File: src/rtl/instr_encoder.sv
// instr_encoder: packs symbolic MIPS instructions into 32-bit words and streams them into IM through a FIFO.
// Define INSTR_ENCODER_CHKSUM_EN to keep a running XOR checksum of every completed write on chksum.
module instr_encoder #(
    parameter int DEPTH  = 4,
    parameter int ADDR_W = 8
) (
    input  logic              clk,
    input  logic              rst,
    input  logic              in_valid,
    output logic              in_ready,
    input  logic [4:0]        in_sel,
    input  logic [4:0]        in_rs,
    input  logic [4:0]        in_rt,
    input  logic [4:0]        in_rd,
    input  logic [4:0]        in_shamt,
    input  logic [25:0]       in_imm,
    input  logic              start,
    input  logic [ADDR_W-1:0] start_addr,
    output logic              im_we,
    input  logic              im_ready,
    output logic [ADDR_W-1:0] im_addr,
    output logic [31:0]       im_wdata,
    output logic [ADDR_W:0]   wcount,
    output logic              busy,
    output logic              err,
    output logic              wrap,
    output logic [31:0]       chksum
);
    localparam int PTR_W = $clog2(DEPTH);
    localparam logic [0:0] IDLE  = 1'b0;
    localparam logic [0:0] WRITE = 1'b1;

    logic [5:0]  op, funct;
    logic        is_r, is_i, legal, shift;
    logic [4:0]  rs_f, rt_f, rd_f, sh_f;
    logic [31:0] word;

    always_comb begin
        op    = 6'b000000;
        funct = 6'b000000;
        case (in_sel)
            5'd0:    funct = 6'b100000;
            5'd1:    funct = 6'b100010;
            5'd2:    funct = 6'b100100;
            5'd3:    funct = 6'b100101;
            5'd4:    funct = 6'b100110;
            5'd5:    funct = 6'b100111;
            5'd6:    funct = 6'b101010;
            5'd7:    funct = 6'b000000;
            5'd8:    funct = 6'b000010;
            5'd9:    funct = 6'b001000;
            5'd10:   funct = 6'b001001;
            5'd11:   op    = 6'b100011;
            5'd12:   op    = 6'b101011;
            5'd13:   op    = 6'b000100;
            5'd14:   op    = 6'b000101;
            5'd15:   op    = 6'b001000;
            5'd16:   op    = 6'b001100;
            5'd17:   op    = 6'b001010;
            5'd18:   op    = 6'b100001;
            5'd19:   op    = 6'b101001;
            5'd20:   op    = 6'b000010;
            5'd21:   op    = 6'b000011;
            default: op    = 6'b000000;
        endcase
    end

    // Shifts take their operand from rt, so rs is dropped; every other R-type drops shamt.
    always_comb begin
        is_r  = in_sel <= 5'd10;
        is_i  = in_sel >= 5'd11 && in_sel <= 5'd19;
        legal = in_sel <= 5'd21;
        shift = in_sel == 5'd7 || in_sel == 5'd8;
        rs_f  = shift ? 5'd0 : in_rs;
        sh_f  = shift ? in_shamt : 5'd0;
        rt_f  = (in_sel == 5'd9 || in_sel == 5'd10) ? 5'd0 : in_rt;
        rd_f  = in_sel == 5'd9 ? 5'd0 : in_rd;
        word  = is_r ? {6'b000000, rs_f, rt_f, rd_f, sh_f, funct}
              : is_i ? {op, in_rs, in_rt, in_imm[15:0]}
              : {op, in_imm};
    end

    logic [0:0]        state_q, state_d;
    logic [31:0]       mem_q [DEPTH];
    logic [31:0]       mem_d [DEPTH];
    logic [PTR_W-1:0]  wr_ptr_q, wr_ptr_d, rd_ptr_q, rd_ptr_d;
    logic [PTR_W:0]    fill_q, fill_d;
    logic [ADDR_W-1:0] addr_q, addr_d, addr_inc, out_addr_q, out_addr_d;
    logic [31:0]       out_data_q, out_data_d;
    logic [ADDR_W:0]   wcount_q, wcount_d;
    logic              err_q, err_d, wrap_q, wrap_d;
    logic              full, empty, accept, push, pop, done, start_ok;

    always_comb begin
        full     = fill_q == (PTR_W+1)'(DEPTH);
        empty    = fill_q == '0;
        accept   = in_valid && !full;
        push     = accept && legal;
        done     = state_q == WRITE && im_ready;
        pop      = !empty && (state_q == IDLE || done);
        start_ok = start && empty && state_q == IDLE && !accept;
    end

    // A back-to-back pop lands on the address after the word completing this edge.
    always_comb begin
        mem_d = mem_q;
        if (push) mem_d[wr_ptr_q] = word;
        wr_ptr_d   = push ? wr_ptr_q + 1'b1 : wr_ptr_q;
        rd_ptr_d   = pop ? rd_ptr_q + 1'b1 : rd_ptr_q;
        fill_d     = fill_q + (PTR_W+1)'(push) - (PTR_W+1)'(pop);
        addr_inc   = addr_q + 1'b1;
        addr_d     = start_ok ? start_addr : done ? addr_inc : addr_q;
        state_d    = pop ? WRITE : done ? IDLE : state_q;
        out_data_d = pop ? mem_q[rd_ptr_q] : out_data_q;
        out_addr_d = pop ? (done ? addr_inc : addr_q) : out_addr_q;
        wcount_d   = start_ok ? '0 : (done && wcount_q != '1) ? wcount_q + 1'b1 : wcount_q;
        wrap_d     = start_ok ? 1'b0 : (done && addr_q == '1) ? 1'b1 : wrap_q;
        err_d      = accept && !legal;
    end

    always_ff @(posedge clk or negedge rst) begin
        if (!rst) begin
            state_q    <= IDLE;
            mem_q      <= '{default: '0};
            wr_ptr_q   <= '0;
            rd_ptr_q   <= '0;
            fill_q     <= '0;
            addr_q     <= '0;
            out_addr_q <= '0;
            out_data_q <= '0;
            wcount_q   <= '0;
            err_q      <= 1'b0;
            wrap_q     <= 1'b0;
        end else begin
            state_q    <= state_d;
            mem_q      <= mem_d;
            wr_ptr_q   <= wr_ptr_d;
            rd_ptr_q   <= rd_ptr_d;
            fill_q     <= fill_d;
            addr_q     <= addr_d;
            out_addr_q <= out_addr_d;
            out_data_q <= out_data_d;
            wcount_q   <= wcount_d;
            err_q      <= err_d;
            wrap_q     <= wrap_d;
        end
    end

`ifdef INSTR_ENCODER_CHKSUM_EN
    logic [31:0] chk_q, chk_d;

    always_comb chk_d = start_ok ? '0 : done ? chk_q ^ out_data_q : chk_q;

    always_ff @(posedge clk or negedge rst) begin
        if (!rst) chk_q <= '0;
        else      chk_q <= chk_d;
    end

    assign chksum = chk_q;
`else
    assign chksum = '0;
`endif

    assign in_ready = !full;
    assign im_we    = state_q == WRITE;
    assign im_addr  = out_addr_q;
    assign im_wdata = out_data_q;
    assign wcount   = wcount_q;
    assign busy     = !empty || state_q == WRITE;
    assign err      = err_q;
    assign wrap     = wrap_q;
endmodule

File: config.mk
export PLATFORM = sky130hd
export DESIGN_NAME = instr_encoder
export DESIGN_NICKNAME = d
export VERILOG_FILES = /design/src/rtl/instr_encoder.sv
export SDC_FILE = /design/constraint.sdc
export NUM_CORES = 1
export LEC_CHECK = 0
export CAP_MARGIN = 20
export CORE_MARGIN = 5
export CORE_UTILIZATION = 44
export CTS_CLUSTER_DIAMETER = 200
export CTS_CLUSTER_SIZE = 12
export DETAILED_ROUTE_END_ITERATION = 8
export DONT_BUFFER_PORTS = 1
export PLACE_DENSITY_LB_ADDON = 0.3
export SYNTH_ARGS = -nofsm -noshare
export SYNTH_HDL_FRONTEND = slang
export SYNTH_SLANG_ARGS = --single-unit
File: constraint.sdc
create_clock -name clk -period 4.3 [get_ports clk]
set_clock_uncertainty 0.15 [all_clocks]
set_input_delay 1.075 -clock clk [delete_from_list [all_inputs] [get_ports clk]]
set_output_delay 1.075 -clock clk [all_outputs]
set_load 0.005 [all_outputs]
* After elaboration in Yosys (flattened, before gate mapping) *
Cells that the tools add are included.

word-level totals
  bits in registers = 195
  bits of input ports = 64
  output and inout port bits = 86
  logic and storage cells = 101

operators by class
  $add $sub $neg = 6
  $lt $le $gt $ge = 7
  eq/ne operators = 24
  mux-type cells = 22
  bitwise gates (word level) = 3
  reduce and logical (&&, ||, !) cells = 25

operators by type and width
  operator                                                   count
  bitwise mux 128 bit                                        1
  2-to-1 mux 32 bit                                          4
  case mux 6 bit (11 select lines)                           1
  binary-select mux 32 bit (select 2 bit)                    1
  demux 32 bit (select 2 bit)                                1
  case mux 6 bit (10 select lines)                           1
  equality test 5 x 4 -> 1 bit (second input constant)       8
  equality test 5 bit (second input constant)                6
  2-to-1 mux 26 bit                                          1
  equality test 5 x 3 -> 1 bit (second input constant)       4
  2-to-1 mux 5 bit                                           4
  2-to-1 mux 9 bit                                           2
  2-to-1 mux 8 bit                                           2
  logical AND 1 bit                                          12
  equality test 5 x 2 -> 1 bit (second input constant)       2
  less-or-equal comparator 5 bit (second input constant)     2
  adder 9 x 1 -> 9 bit (second input constant)               1
  inequality test 9 bit (second input constant)              1
  adder 8 x 1 -> 8 bit (second input constant)               1
  equality test 8 bit (second input constant)                1
  greater-or-equal comparator 3 bit (second input constant)  2
  NOT 2 -> 3 bit                                             2
  nonzero test 2 bit                                         3
  equality test 5 x 1 -> 1 bit (second input constant)       1
  13 further kinds                                           23

* Longest topological paths before layout *
  depth after elaboration = 6
  depth in mapped cells = 11
  mapped depth without buffers = 9

* Least setup slack after synthesis *
No wires, ideal clock.

  path kind = input to register
  start = input port in_sel[2]
  end = register fill_q[2]
  setup time = 0.123 ns
  data arrival time = 2.817 ns
  required time = 4.027 ns
  slack = 1.210 ns
  stages = 11
  buffers on the path = 2
  path through = buf_6 > a21o_1 > buf_6 > nand2_1 > nand3_2 > ha_1 > inv_1 > ha_1 > fa_1 > xnor2_1 > xnor2_1

between the ends
  cells in the longest elaborated chain, start to end = 4

RTL lines
  element                         line  text
  from (decl)                     11    input logic [4:0] in_sel,
  less-or-equal comparator 5 bit  72    legal = in_sel <= 5'd21;
  logical AND 1 bit               98    push = accept && legal;
  adder 3 x 1 -> 3 bit            110   fill_d = fill_q + (PTR_W+1)'(push) - (PTR_W+1)'(pop);
  subtractor 3 x 1 -> 3 bit       110
  net fill_d[2]                   87    logic [PTR_W:0] fill_q, fill_d;
  to (signal assigned)            139   fill_q <= fill_d;
  to (decl)                       87

The timed path passes the listed nets, and every way through them passes these cells.
A chain may end at the register's enable or synchronous reset.

* Worst setup path in the final report *
  start = register fill_q[2]
  end = output port in_ready

between the ends
  cells in the longest elaborated chain, start to end = 2

RTL lines
  element              line  text
  equality test 3 bit  95    full = fill_q == (PTR_W+1)'(DEPTH);
  logical NOT 1 bit    164   assign in_ready = !full;
  to (decl)            10    output logic in_ready,

Every way passes these cells.

==> flow_summary_export.csv <==
group,metric,value,unit
clock_tree,num_clock_sinks,190,
sta,setup_slack,1.49,ns
global_route,globalRoute.totalOverflow,0,
sta,hold_viol_final,0,
placed_design,pre_cts_ws,1.17,ns
hold_path,worstHoldPathType,"in2async",
critical_path,cp.arrival,1.59,ns
outcome,outcome,"finished clean",
finish,antennaDiodeCount,0,
detailed_routing,ant_nets,0,
detailed_routing,dr.first_iter.drc_count,456,
detailed_routing,wire_length_on_met3,1160,um
detailed_routing,routed_wire_length_per_instance,18.2,um
finish,fin_util,0.466,
detailed_routing,dr.max_layer_used,"met4",
floorplanning,core_area,0.0210,mm2
synth,yosys_warnings,0,
synth,synth.lib_cells_used.distinct,60,
clock_tree,cts.repair.resized,0,
detailed_routing,wl_met2,9790,um
power_and_ir_drop,leakagePower,4.19,nW
sta,holdWs,0.188,ns
floorplanning,initial_util,0.445,
synth,yosysTopAreaCellShare,0.509,
detailed_routing,postRouteWirelength,20100,um
power_and_ir_drop,power.density,708,mW/mm2
clock_tree,clkSlewWorstSetupHoldPaths,0.07,ns
clock_tree,post_cts_hold_buffer_count,0,
global_route,first_pass_grt_wire_length,32500,um
power_and_ir_drop,ir_worst_vdd,0.000264,V
finish,final_layout_size_suffix_gt1_frac,0.175,
synth,ys_top_cells_by_area,"sky130_fd_sc_hd__dfrtp_1 51%, sky130_fd_sc_hd__mux4_2 7.5%, sky130_fd_sc_hd__nand2_1 4.6%",
critical_path,cp-start-kind,"flip-flop",
synth,syn-instance-count,844,
synth,synth_area,0.00934,mm2
clock_tree,cts_tree,"yes",
clock_tree,post_cts.repair.setup_buffers,0,
synth,postSynth.topFlopCell,"sky130_fd_sc_hd__dfrtp_1",
floorplanning,die_w,156,um
sta,grt_setup_unrepaired,"no",
synth,yosys.area.top_type,"sky130_fd_sc_hd__dfrtp_1",
finish,num-fill-cells,1974,
synth,synth_edf_count,0,
sta,setup_total_negative_slack,0,ns
placed_design,dpl_cell_area,0.00920,mm2
sta,post-route-period-util,0.655,
finish,postLayoutCellArea,0.00976,mm2
global_route,largest_net_degree_at_the_start_of_global_routing,191,
placed_design,place.port_buffers,0,
detailed_routing,vias_per_cell,5.31,
critical_path,critPathKind,"reg2out",
floorplanning,ioPinCount,150,
detailed_routing,drcViolationCount,0,
critical_path,timing.critical_path.to_type,"output port",
synth,ys_seq_elements,190,
clock_tree,clock_tree.htree_level_count,4,
placed_design,gp_routability_congestion,0.779,
sta,report.final.setup_viol,0,
finish,final_nets,888,
global_route,grt_antenna_before_repair,0,
global_route,grt_pass1_vias,5834,
critical_path,maximum_fanout_along_the_worst_path,9,
synth,synth_most_common_cell,"sky130_fd_sc_hd__dfrtp_1",
floorplanning,fp-row-count,53,
synth,share_of_synthesized_flip_flops_with_an_asynchronous_set_or_reset,1.00,
sta,fmax,355,MHz
clock_tree,cts.root.buffer_cell,"sky130_fd_sc_hd__clkbuf_16",
global_route,globalRouteTotalUtil,0.171,
critical_path,regToRegSetupSlack,1.72,ns
placed_design,post-dp-hpwl,13300,um
detailed_routing,via_count,5848,
sta,slew_viol_final,0,
finish,syn_to_final_growth,4.57,%
detailed_routing,drtPass1Iterations,5,
detailed_routing,routedLengthMet1,8830,um
clock_tree,clkLatencyLatePin,0.43,ns
synth,yosysSeqAreaShare,0.509,
clock_tree,cts_max_path_buffers,2,
sta,final.min_clock_period,2.81,ns
run,maxCapViolCount,0,
critical_path,critPathRequiredTime,3.07,ns
floorplanning,fp.dieArea,0.0242,mm2
sta,worst_slew_pin_slew,0.988,ns
synth,synth.avg_cell_area,11.1,um2
floorplanning,dieHeight,156,um
clock_tree,cts_buffers,17,
synth,netlist_top_cells_count,"190 x sky130_fd_sc_hd__dfrtp_1, 114 x sky130_fd_sc_hd__nand2_1, 69 x sky130_fd_sc_hd__a21oi_1",
sta,max_slew_margin,0.341,
[registers in the layout, summed over array words and instances, names as in the netlist]
| signal | count |
|---|---|
| im_wdata | 31 |
| addr_q | 8 |
| wcount | 9 |
| mem_q | 124 |
| wr_ptr_q | 2 |
| rd_ptr_q | 2 |
| im_addr | 8 |
| wrap | 1 |
| fill_q | 3 |
| err | 1 |
| im_we | 1 |
[critical path: stages (launching register included)]
cell,delay [ns]
sky130_fd_sc_hd__dfrtp_1,0.46
sky130_fd_sc_hd__nor3b_4,0.56
sky130_fd_sc_hd__inv_2,0.14
[metrics by stage]
step,power [mW],cells
after global routing,7.44,1102
after global placement,5.39,1070
after CTS,7.03,1102
after detailed placement,5.48,1070
final,6.91,1102
after floorplan,5.02,876
[layout by cell type (no fill, tap or decap), types with 2 or more instances in the layout]
| cell | n |
|---|---|
| sky130_fd_sc_hd__dfrtp_1 | 189 |
| sky130_fd_sc_hd__nand2_1 | 114 |
| sky130_fd_sc_hd__a21oi_1 | 69 |
| sky130_fd_sc_hd__o21ai_1 | 65 |
| sky130_fd_sc_hd__nor2_1 | 64 |
| sky130_fd_sc_hd__mux2_2 | 35 |
| sky130_fd_sc_hd__conb_1 | 33 |
| sky130_fd_sc_hd__mux4_2 | 31 |
| sky130_fd_sc_hd__o21ai_0 | 21 |
| sky130_fd_sc_hd__inv_1 | 18 |
| sky130_fd_sc_hd__clkbuf_16 | 17 |
| sky130_fd_sc_hd__o21ai_2 | 15 |
| sky130_fd_sc_hd__xnor2_1 | 13 |
| sky130_fd_sc_hd__nand3_1 | 10 |
| sky130_fd_sc_hd__ha_1 | 9 |
| sky130_fd_sc_hd__buf_4 | 9 |
| sky130_fd_sc_hd__xor2_1 | 8 |
| sky130_fd_sc_hd__o211ai_1 | 7 |
| sky130_fd_sc_hd__a22oi_1 | 6 |
| sky130_fd_sc_hd__o22ai_1 | 6 |
| sky130_fd_sc_hd__nand2b_1 | 6 |
| sky130_fd_sc_hd__inv_8 | 6 |
| sky130_fd_sc_hd__a211oi_2 | 5 |
| sky130_fd_sc_hd__nor4b_1 | 5 |
| sky130_fd_sc_hd__a22oi_2 | 5 |
| sky130_fd_sc_hd__nor3_1 | 5 |
| sky130_fd_sc_hd__a211o_4 | 4 |
| sky130_fd_sc_hd__inv_6 | 4 |
| sky130_fd_sc_hd__nand3b_1 | 3 |
| sky130_fd_sc_hd__or3_1 | 3 |
| sky130_fd_sc_hd__nand4_1 | 3 |
| sky130_fd_sc_hd__clkinv_4 | 3 |
| sky130_fd_sc_hd__o21a_1 | 2 |
| sky130_fd_sc_hd__o31ai_1 | 2 |
| sky130_fd_sc_hd__or3b_1 | 2 |
| sky130_fd_sc_hd__o32ai_1 | 2 |
| sky130_fd_sc_hd__a21o_1 | 2 |
| sky130_fd_sc_hd__and3_1 | 2 |
[cell families (layout without fill, tap and decap cells)]
family | count (synthesis) | after routing | synth area share
fa+ha+maj | 10 | 10 | 0.0142
simple gates | 227 | 227 | 0.111
xor+xnor | 21 | 21 | 0.0197
mux | 68 | 68 | 0.119
other cells | 1 | 33 | 0.000402
flops | 190 | 190 | 0.509
compound gates | 218 | 218 | 0.146
buf+inv | 109 | 60 | 0.0806
[per-layer routing]
metal	track usage	up-vias
met5	0	-
met4	0.0542	0
met3	0.0374	18
met2	0.275	135
met1	0.235	2824
li1	-	2871
[where the power goes]
part           switching (mW)  internal [mW]  leakage [nW]
Combinational           0.970           1.16          1.58
Sequential              0.646           2.61          2.34
Clock                   0.757          0.773         0.280
Total                    2.37           4.54          4.19
[layout make-up]
type,count,area [um2],area share
multi-input combinational,577,3960,0.405
sequential,190,4760,0.487
clock inverter,15,141,0.0145
timing repair buffer,9,67.6,0.00692
inverter,19,71.3,0.00731
tap,275,344,0.0352
clock buffer,17,425,0.0436
[worst paths after layout]
kind / startpoint / to / cells past startpoint
max: fill_q[2]$_DFF_PN0_ / in_ready / 2
min: rst / mem_q[45]$_DFFE_PN0P_ / 0
max reg2reg: fill_q[2]$_DFF_PN0_ / fill_q[2]$_DFF_PN0_ / 9
min reg2reg: mem_q[113]$_DFFE_PN0P_ / mem_q[113]$_DFFE_PN0P_ / 2
max in group asynchronous: rst / mem_q[29]$_DFFE_PN0P_ / 0
min in group clk: mem_q[113]$_DFFE_PN0P_ / mem_q[113]$_DFFE_PN0P_ / 2
(Power assumes the default switching activity.)
